**src/rtl/load_store_unit_pkg.sv**
```systemverilog
// Shared definitions for the load/store unit: FSM states, funct3 access sizes
// and the funct3-to-size decode used by both the lane steering and the FSM.
package load_store_unit_pkg;

  typedef enum logic [2:0] {
    ST_IDLE,
    ST_REQ,
    ST_WAIT,
    ST_DONE,
    ST_ERR
  } lsu_state_e;

  typedef enum logic [1:0] {
    SZ_B,
    SZ_H,
    SZ_W
  } lsu_size_e;

  localparam logic [2:0] F3_B  = 3'b000;
  localparam logic [2:0] F3_H  = 3'b001;
  localparam logic [2:0] F3_W  = 3'b010;
  localparam logic [2:0] F3_BU = 3'b100;
  localparam logic [2:0] F3_HU = 3'b101;

  // Undefined encodings fall through to a full-word access.
  function automatic lsu_size_e f3_size(input logic [2:0] f3);
    case (f3)
      F3_B, F3_BU: return SZ_B;
      F3_H, F3_HU: return SZ_H;
      default:     return SZ_W;
    endcase
  endfunction

endpackage

```
**src/rtl/load_store_unit_if.sv**
```systemverilog
// Variable-latency data bus: registered request side from the LSU, grant and
// read-data/ack side from the memory.
interface load_store_unit_if #(
  parameter int ADDR_W = 32
);
  logic              bus_req;
  logic              bus_we;
  logic [ADDR_W-1:0] bus_addr;
  logic [3:0]        bus_be;
  logic [31:0]       bus_wdata;
  logic              bus_gnt;
  logic              bus_rvalid;
  logic [31:0]       bus_rdata;

  modport master (
    output bus_req, bus_we, bus_addr, bus_be, bus_wdata,
    input  bus_gnt, bus_rvalid, bus_rdata
  );

  modport slave (
    input  bus_req, bus_we, bus_addr, bus_be, bus_wdata,
    output bus_gnt, bus_rvalid, bus_rdata
  );
endinterface

```
**src/rtl/load_store_unit_align.sv**
```systemverilog
// Combinational lane logic: store byte enables and replication, misalignment
// detection for the incoming request, and load lane extraction with extension.
module lsu_align
  import load_store_unit_pkg::*;
(
  input  logic [2:0]  req_funct3,
  input  logic [1:0]  req_addr_lo,
  input  logic [31:0] req_wdata,
  output logic [3:0]  be,
  output logic [31:0] wdata_lanes,
  output logic        misaligned,
  input  logic [2:0]  ld_funct3,
  input  logic [1:0]  ld_addr_lo,
  input  logic [31:0] ld_word,
  output logic [31:0] ld_data
);
  lsu_size_e   req_size;
  lsu_size_e   ld_size;
  logic [31:0] lane;

  always_comb begin
    req_size    = f3_size(req_funct3);
    be          = 4'b1111;
    wdata_lanes = req_wdata;
    misaligned  = 1'b0;
    case (req_size)
      SZ_B: begin
        be          = 4'b0001 << req_addr_lo;
        wdata_lanes = {4{req_wdata[7:0]}};
      end
      SZ_H: begin
        be          = 4'b0011 << req_addr_lo;
        wdata_lanes = {2{req_wdata[15:0]}};
        misaligned  = req_addr_lo[0];
      end
      default: misaligned = |req_addr_lo;
    endcase
  end

  // funct3[2] marks the unsigned variants; it is zero for W so W is unaffected.
  always_comb begin
    ld_size = f3_size(ld_funct3);
    lane    = ld_word >> {ld_addr_lo, 3'b000};
    case (ld_size)
      SZ_B:    ld_data = {{24{lane[7] & ~ld_funct3[2]}}, lane[7:0]};
      SZ_H:    ld_data = {{16{lane[15] & ~ld_funct3[2]}}, lane[15:0]};
      default: ld_data = lane;
    endcase
  end

endmodule

```
**src/rtl/load_store_unit.sv**
```systemverilog
// Load/store unit: stalls the core while one data-bus access is in flight,
// aborts on timeout, and returns extended load data in the DONE cycle.
module load_store_unit
  import load_store_unit_pkg::*;
#(
  parameter int TIMEOUT_CYC = 255,
  parameter int ADDR_W      = 32
) (
  input  logic              clk,
  input  logic              reset,
  input  logic              mem_rd,
  input  logic              mem_wr,
  input  logic [2:0]        funct3,
  input  logic [ADDR_W-1:0] addr,
  input  logic [31:0]       wdata,
  output logic [31:0]       rdata,
  output logic              stall,
  output logic              misaligned,
  output logic              bus_err,
  load_store_unit_if.master bus
);
  localparam logic [15:0] TMO     = 16'(TIMEOUT_CYC);
  localparam logic [15:0] CNT_MAX = 16'hFFFF;

  lsu_state_e        state_q, state_d;
  logic [15:0]       cnt_q, cnt_d;
  logic [2:0]        funct3_q, funct3_d;
  logic [1:0]        addr_lo_q, addr_lo_d;
  logic              is_load_q, is_load_d;
  logic [31:0]       word_q, word_d;
  logic              bus_req_q, bus_req_d;
  logic              bus_we_q, bus_we_d;
  logic [ADDR_W-1:0] bus_addr_q, bus_addr_d;
  logic [3:0]        bus_be_q, bus_be_d;
  logic [31:0]       bus_wdata_q, bus_wdata_d;

  logic        access;
  logic        req_mis;
  logic [3:0]  req_be;
  logic [31:0] req_lanes;
  logic [31:0] ld_data;

  assign access = mem_rd | mem_wr;

  lsu_align u_align (
    .req_funct3  (funct3),
    .req_addr_lo (addr[1:0]),
    .req_wdata   (wdata),
    .be          (req_be),
    .wdata_lanes (req_lanes),
    .misaligned  (req_mis),
    .ld_funct3   (funct3_q),
    .ld_addr_lo  (addr_lo_q),
    .ld_word     (word_q),
    .ld_data     (ld_data)
  );

  always_comb begin
    state_d     = state_q;
    cnt_d       = cnt_q;
    funct3_d    = funct3_q;
    addr_lo_d   = addr_lo_q;
    is_load_d   = is_load_q;
    word_d      = word_q;
    bus_req_d   = bus_req_q;
    bus_we_d    = bus_we_q;
    bus_addr_d  = bus_addr_q;
    bus_be_d    = bus_be_q;
    bus_wdata_d = bus_wdata_q;
    case (state_q)
      ST_IDLE: begin
        if (access && !req_mis) begin
          state_d     = ST_REQ;
          cnt_d       = '0;
          funct3_d    = funct3;
          addr_lo_d   = addr[1:0];
          is_load_d   = mem_rd;
          bus_req_d   = 1'b1;
          bus_we_d    = ~mem_rd;
          bus_addr_d  = {addr[ADDR_W-1:2], 2'b00};
          bus_be_d    = req_be;
          bus_wdata_d = req_lanes;
        end
      end
      ST_REQ, ST_WAIT: begin
        cnt_d = (cnt_q == CNT_MAX) ? cnt_q : cnt_q + 16'd1;
        // A completing response wins over a timeout landing in the same cycle.
        if (bus.bus_rvalid && (state_q == ST_WAIT || bus.bus_gnt)) begin
          state_d   = ST_DONE;
          word_d    = bus.bus_rdata;
          bus_req_d = 1'b0;
        end else if (cnt_d >= TMO) begin
          state_d   = ST_ERR;
          bus_req_d = 1'b0;
        end else if (state_q == ST_REQ && bus.bus_gnt) begin
          state_d   = ST_WAIT;
          bus_req_d = 1'b0;
        end
      end
      default: state_d = ST_IDLE;
    endcase
  end

  always_ff @(posedge clk) begin
    if (reset) begin
      state_q     <= ST_IDLE;
      cnt_q       <= '0;
      funct3_q    <= '0;
      addr_lo_q   <= '0;
      is_load_q   <= 1'b0;
      word_q      <= '0;
      bus_req_q   <= 1'b0;
      bus_we_q    <= 1'b0;
      bus_addr_q  <= '0;
      bus_be_q    <= '0;
      bus_wdata_q <= '0;
    end else begin
      state_q     <= state_d;
      cnt_q       <= cnt_d;
      funct3_q    <= funct3_d;
      addr_lo_q   <= addr_lo_d;
      is_load_q   <= is_load_d;
      word_q      <= word_d;
      bus_req_q   <= bus_req_d;
      bus_we_q    <= bus_we_d;
      bus_addr_q  <= bus_addr_d;
      bus_be_q    <= bus_be_d;
      bus_wdata_q <= bus_wdata_d;
    end
  end

  assign stall      = access && !req_mis && state_q != ST_DONE && state_q != ST_ERR;
  assign misaligned = (state_q == ST_IDLE) && access && req_mis;
  assign bus_err    = (state_q == ST_ERR);
  assign rdata      = (state_q == ST_DONE && is_load_q) ? ld_data : 32'd0;

  assign bus.bus_req   = bus_req_q;
  assign bus.bus_we    = bus_we_q;
  assign bus.bus_addr  = bus_addr_q;
  assign bus.bus_be    = bus_be_q;
  assign bus.bus_wdata = bus_wdata_q;

endmodule
```
**src/flat_wrapper.sv**
```systemverilog
// flat-port wrapper written by rule: the top's interface ports become plain ports
module load_store_unit_flat import load_store_unit_pkg::*;
#(
  parameter int TIMEOUT_CYC = 255,
  parameter int ADDR_W      = 32
)
  (clk, reset, mem_rd, mem_wr, funct3, addr, wdata, rdata, stall, misaligned, bus_err, bus_bus_req, bus_bus_we, bus_bus_addr, bus_bus_be, bus_bus_wdata, bus_bus_gnt, bus_bus_rvalid, bus_bus_rdata);
  load_store_unit_if #(.ADDR_W(ADDR_W)) bus_i ();
  input  logic clk;
  input  logic reset;
  input  logic mem_rd;
  input  logic mem_wr;
  input  logic [2:0] funct3;
  input  logic [ADDR_W-1:0] addr;
  input  logic [31:0] wdata;
  output logic [31:0] rdata;
  output logic stall;
  output logic misaligned;
  output logic bus_err;
  output wire logic [$bits(bus_i.bus_req)-1:0] bus_bus_req;
  output wire logic [$bits(bus_i.bus_we)-1:0] bus_bus_we;
  output wire logic [$bits(bus_i.bus_addr)-1:0] bus_bus_addr;
  output wire logic [$bits(bus_i.bus_be)-1:0] bus_bus_be;
  output wire logic [$bits(bus_i.bus_wdata)-1:0] bus_bus_wdata;
  input wire logic [$bits(bus_i.bus_gnt)-1:0] bus_bus_gnt;
  input wire logic [$bits(bus_i.bus_rvalid)-1:0] bus_bus_rvalid;
  input wire logic [$bits(bus_i.bus_rdata)-1:0] bus_bus_rdata;
  assign bus_bus_req = bus_i.bus_req;
  assign bus_bus_we = bus_i.bus_we;
  assign bus_bus_addr = bus_i.bus_addr;
  assign bus_bus_be = bus_i.bus_be;
  assign bus_bus_wdata = bus_i.bus_wdata;
  assign bus_i.bus_gnt = bus_bus_gnt;
  assign bus_i.bus_rvalid = bus_bus_rvalid;
  assign bus_i.bus_rdata = bus_bus_rdata;
  load_store_unit #(.TIMEOUT_CYC(TIMEOUT_CYC), .ADDR_W(ADDR_W)) u_core (.clk(clk), .reset(reset), .mem_rd(mem_rd), .mem_wr(mem_wr), .funct3(funct3), .addr(addr), .wdata(wdata), .rdata(rdata), .stall(stall), .misaligned(misaligned), .bus_err(bus_err), .bus(bus_i));
endmodule
```
**config.mk**
```make
export PLATFORM = sky130hd
export DESIGN_NAME = load_store_unit_flat
export DESIGN_NICKNAME = d
export VERILOG_FILES = /design/src/rtl/load_store_unit_pkg.sv /design/src/rtl/load_store_unit_if.sv /design/src/rtl/load_store_unit_align.sv /design/src/rtl/load_store_unit.sv /design/src/flat_wrapper.sv
export SDC_FILE = /design/constraint.sdc
export NUM_CORES = 1
export LEC_CHECK = 0
export CORE_MARGIN = 2
export CORE_UTILIZATION = 46
export CTS_CLUSTER_SIZE = 20
export DETAILED_ROUTE_END_ITERATION = 10
export GPL_TIMING_DRIVEN = 1
export PLACE_DENSITY = 0.81
export SLEW_MARGIN = 0
export SYNTH_ARGS = -nofsm -noshare
export SYNTH_HDL_FRONTEND = slang
export SYNTH_SLANG_ARGS = --single-unit
```
**constraint.sdc**
```tcl
create_clock -name clk -period 2.65 [get_ports clk]
set_input_delay 0.53 -clock clk [delete_from_list [all_inputs] [get_ports clk]]
set_output_delay 0.53 -clock clk [all_outputs]
set_load 0.02 [all_outputs]
```
=== Word level (Yosys, flattened, before mapping) ===
Index checks and enable logic that the tools add are counted.
W data, S select, Z words.

* Register bits after elaboration: 125
* Bits of input ports: 105
* Output and inout bits: 105
* Word-level logic and storage cells: 85

* Add/subtract/negate cells: 1
* Order comparisons: 1
* Equal/unequal tests: 17
* Shift operators: 3
* Multiplexer cells: 20
* Bitwise gates (word level): 5
* Reductions and logical operators: 27

{| class="wikitable"
|+ Operators by type and width
! operator !! count
|-
| $pmux W32 S2 || 2
|-
| $mux W16 || 2
|-
| $mux W32 || 1
|-
| $pmux W16 S2 || 1
|-
| $shr A32 B5 Y32 || 1
|-
| $add A16 B1 Y16 const B || 1
|-
| $eq A16 B16 Y1 const B || 1
|-
| $ge A16 B8 Y1 const B || 1
|-
| $eq A3 B3 Y1 const B || 5
|-
| $mux W3 || 4
|-
| $reduce_or A2 Y1 || 6
|-
| $eq A3 B1 Y1 const B || 3
|-
| $logic_not A3 Y1 || 3
|-
| $logic_and A1 B1 Y1 || 8
|-
| $pmux W2 S2 || 2
|-
| $pmux W4 S2 || 1
|-
| $reduce_and A2 Y1 || 4
|-
| $eq A3 B2 Y1 const B || 2
|-
| $pmux W3 S2 || 1
|-
| $eq A2 B1 Y1 const B || 2
|-
| $logic_not A2 Y1 || 2
|-
| $mux W1 || 4
|-
| $ne A4 B1 Y1 const B || 1
|-
| $pmux W1 S2 || 2
|-
| 12 further kinds || 14
|}

=== Depth between registers and ports, before layout ===
* Word-level depth: 9
* Depth in mapped cells: 8
* Depth with buffers taken out: 7

=== Cells and area by module ===
A second synthesis with hierarchy kept.

* Cells, all modules: 839
* Area, all modules: 6,406.1 µm²

{| class="wikitable"
|+ Modules (own cells, without submodules)
! module !! instances !! cells an instance !! area each (µm²) !! seq. area each (µm²)
|-
| load_store_unit || 1 || 672 || 5,168.7 || 2,502.4
|-
| lsu_align || 1 || 167 || 1,237.4 || 0.0
|}

=== Least setup slack after synthesis ===
OpenSTA, ideal clock, no wires.

* Path kind: register to output
* Start: register u_core.addr_lo_q[1]
* End: output port rdata[29]
* Arrival time: 1.939 ns
* Data required time: 2.120 ns
* Slack: 0.181 ns
* Stages on the path, launching flop included: 9
* Buffers on the path: 2
* Path through: dfxtp_1 > buf_2 > mux2i_1 > mux2_2 > or2_2 > a21oi_1 > o21bai_1 > clkbuf_1 > a21oi_1

* Word-level cells in the longest chain between the ends: 4
* Elaborated cells between the ends (all ways): 5
* Classes of those cells: shift (1); mux (2); bitwise (2)

{| class="wikitable"
|+ Ends and longest elaborated chain
! item !! RTL line !! RTL
|-
| start: declaration || load_store_unit.sv:28 || <nowiki>logic [1:0] addr_lo_q, addr_lo_d;</nowiki>
|-
| start signal: assignment || load_store_unit.sv:121 || <nowiki>addr_lo_q <= addr_lo_d;</nowiki>
|-
| $shr A32 B5 Y32 (*) || load_store_unit_align.sv:43 || <nowiki>lane = ld_word >> {ld_addr_lo, 3'b000};</nowiki>
|-
| $and A1 B1 Y1, on equally long branches || load_store_unit_align.sv:46, load_store_unit_align.sv:45 ||
|-
| $pmux W32 S2 (*) || load_store_unit_align.sv:44 || <nowiki>case (ld_size)</nowiki>
|-
| $mux W32 (*) || load_store_unit.sv:135 || <nowiki>assign rdata = (state_q == ST_DONE && is_load_q) ? ld_data : 32'd0;</nowiki>
|-
| end: declaration || flat_wrapper.sv:16 || <nowiki>output logic [31:0] rdata;</nowiki>
|}

Mark *: on every way between the ends. The rest lies on a longest branch, timed or not.

=== Worst setup path in the final report ===
* Start: register u_core.addr_lo_q[1]
* End: output port rdata[19]

The elaborated chain is that of the path after synthesis.

==> flow_summary_export.csv <==
group,metric,value,unit
sta,min_period_over_period,1.02,
finish,multiInputGateArea,3370,sq um
setup_path,rr_worst_depth,7,
finish,antenna_cells,0,
setup_path,crit_type,"flip-flop to output port",
setup_path,worstPathRequired,2120,ps
synthesis,synthCells,811,
synthesis,synthAdderAreaFrac,0.00206,
setup_path,crit_end,"rdata[19]",
cts,numCtsBuffers,17,
sta,setup_ws,-50.6,ps
placed_design,dpl.hpwl,14300,microns
synthesis,avgSynthCellArea,7.49,sq um
synthesis,syn_area,6070,sq um
placed_design,gp_congestion,0.893,
setup_path,reg2reg_from,"u_core.cnt_q[0]",
cts,clock_latency,420,ps
finish,layout_common_cells,"225 x nand2_1, 172 x clkdlybuf4s50_1, 124 x dfxtp_1, 109 x a21oi_1, 57 x buf_4",
finish,fin_util,0.720,
pwr,max-vdd-ir-drop,0.518,mV
synthesis,synthMuxAreaShare,0.0595,
sta,fmax,370,MHz
synthesis,yosysTopAreaCell,"dfxtp_1",
floorplanning,dieArea,14100,sq um
outcome,violations,"negative setup slack",
cts,root_buffer,"clkbuf_16",
synthesis,synth_xor_area_frac,0.00577,
routing,antenna_left,0,
floorplanning,row_count,41,
setup_path,cp-startpoint,"u_core.addr_lo_q[1]",
synthesis,yosys-top-cells-area,"dfxtp_1 41%, nand2_1 14%, a21oi_1 9.6%",
floorplanning,die_h,119,microns
finish,fin_area,9190,sq um
sta,finalSetupTns,-480,ps
cts,postCtsHoldBufs,0,
synthesis,ys_warn_count,0,
floorplanning,initial_core_util,0.475,
placed_design,port_buffers,207,
global_route,antenna_found_initial,0,
setup_path,r2r-end,"u_core.bus.bus_req",
synthesis,synth-simple-area-share,0.255,
synthesis,synth-seq-cells,125,
global_route,grt_max_degree,48,
synthesis,synth_ff_type,"dfxtp_1",
synthesis,ys_types,58,
sta,worst_pin_slew,699,ps
finish,final_cells,1203,
finish,register_area,2510,sq um
floorplanning,chipWidth,119,microns
synthesis,synth_top_family_by_area,"simple AND/OR/NAND/NOR gates",
sta,finalHoldViolCount,0,
global_route,grt_pass1_wl,32400,microns
setup_path,rrSetupSlack,200,ps
routing,dr_total_vias,6616,
sta,finalCriticalPeriod,2700,ps
global_route,grt_overflow,0,
outcome,run_status,"finished, violations left",
global_route,grtUsageTotal,0.289,
floorplanning,boundaryPins,210,
finish,fin_nets,1124,
finish,final_common_cell,"nand2_1",
global_route,grt_pass1_vias,6380,
setup_path,cp.arrival,2170,ps
pwr,power_leakage,3.41,nW
synthesis,ys_seq_area_frac,0.412,
finish,drive_above_1_share,0.140,
sta,slew_violations,0,
routing,drtIter0Drc,529,
synthesis,async_reset_ff_frac,0,
routing,drt_first_pass_iters,5,
routing,wire_per_inst,17.1,microns
placed_design,dpl_cell_area,8490,sq um
setup_path,crit_path_start_kind,"flip-flop",
hold_path,hold_class,"flip-flop to flip-flop",
routing,finalWirelength,20500,microns
sta,finClkSkew,6.78,ps
placed_design,dpl.cell_count,1167,
cts,cts_buffer_depth,2,
setup_path,setup.worst_path.end_class,"output port",
synthesis,synth_top_area_frac,0.412,
synthesis,synth-compound-area-share,0.214,
sta,slew_headroom,0.534,
pwr,p_per_area,626,nW/um^2
finish,num-fill-cells,991,
sta,rsz0062_at_grt,"yes",
floorplanning,design.core.area,12800,sq um
setup_path,crit_path_max_fanout,8,
synthesis,synth_edf_count,0,
cts,clock_sinks,125,
sta,setup_viol_count_final,15,
sta,whs,449,ps
routing,drc,0,
cts,cts.clk_slew.worst_paths,50,ps
cts,htreeDepth,4,
routing,via_per_inst,5.50,
cts,cts_tree,"built",
job,max_cap_violations,0,
finish,area_growth,51.4,%
sequential cells by signal, summed over array words and instances, names as in the netlist, 2 cells and up:
name and count:
u_core.cnt_q 16, u_core.word_q 32, u_core.addr_lo_q 2, u_core.bus.bus_addr 30, u_core.state_q 3, u_core.funct3_q 3
u_core.bus.bus_wdata 32, u_core.bus.bus_be 4
worst min-delay path by stage:
stage                           from          endpoint  slack, ps  depth (start not counted)
finish              u_core.word_q[1]  u_core.word_q[1]        450                          2
global route        u_core.word_q[3]  u_core.word_q[3]        480                          2
global placement    u_core.word_q[4]  u_core.word_q[4]        440                          2
detailed placement  u_core.word_q[6]  u_core.word_q[6]        440                          2
floorplan           u_core.word_q[0]  u_core.word_q[0]        430                          2
CTS                 u_core.word_q[6]  u_core.word_q[6]        450                          2
final cells by class:
type	count	share of cell area
inverter	3	0.00122
tap	172	0.0234
sequential	125	0.273
clock buffer	19	0.0493
timing repair buffer	257	0.267
multi-input combinational	614	0.366
clock inverter	13	0.0207
power breakdown:
part / switching [W] / internal (W)
clock network: 0.000862 / 0.00162
registers: 0.0000848 / 0.00201
logic: 0.000635 / 0.000543
metrics by stage:
| step | power, W | worst slack, ps |
|---|---|---|
| after floorplan | 0.00269 | 181 |
| after global placement | 0.00326 | -494 |
| after detailed placement | 0.00328 | -539 |
| after CTS | 0.00577 | -28.7 |
| after global routing | 0.00598 | -128 |
| final | 0.00576 | -50.6 |
metal layers:
metal	GRT usage	vias up	wire, microns
met4	0.124	0	524
met5	0	-	0
met2	0.482	281	9940
li1	-	3211	-
met3	0.0987	33	1820
met1	0.336	3091	8250
worst max-delay path, stage by stage, from the launching register on:
cell and delay [ps]:
dfxtp_4 360, mux2i_2 150, mux2_4 280, or2_4 250, a21oi_4 190, o21bai_4 100, clkbuf_16 170, nor2_1 110
buf_4 150
what timing repair did:
action | CTS | global route
pin swaps | 2 | 2
buffers inserted | 2 | 1
gates cloned | 1 | 0
setup endpoints to repair | 34 | 26
resized for setup | 132 | 29
cell usage after synthesis (2+ instances only):
library cell and n:
nand2b_1 5, or2_2 3, xnor2_1 3, and3_1 2, inv_1 3, nor3_1 9, nor4_1 3, mux2i_1 35
buf_2 2, buf_4 5, or3_1 3, nor3b_1 3, o31ai_1 2, a41oi_1 2, nand4_1 5, buf_6 2
o21a_1 8, nand3_1 8, nor2_1 58, clkbuf_1 59, a211oi_1 26, and3_2 2, dfxtp_1 125, a21oi_1 117
o21ai_0 26, nor2b_1 12, a22oi_1 2, and4_1 2, a311oi_1 13, nand2_1 225, o22ai_1 9, a31oi_1 6
kinds of logic after synthesis:
| group | after synthesis |
|---|---|
| other | 1 |
| xor gates and xnor gates | 4 |
| DFF | 125 |
| and+or+nand+nor | 352 |
| buffers and inverters | 73 |
| adders and majority gates | 1 |
| AOI/OAI and AO/OA | 219 |
| muxes | 36 |
(Power assumes the default switching activity.)
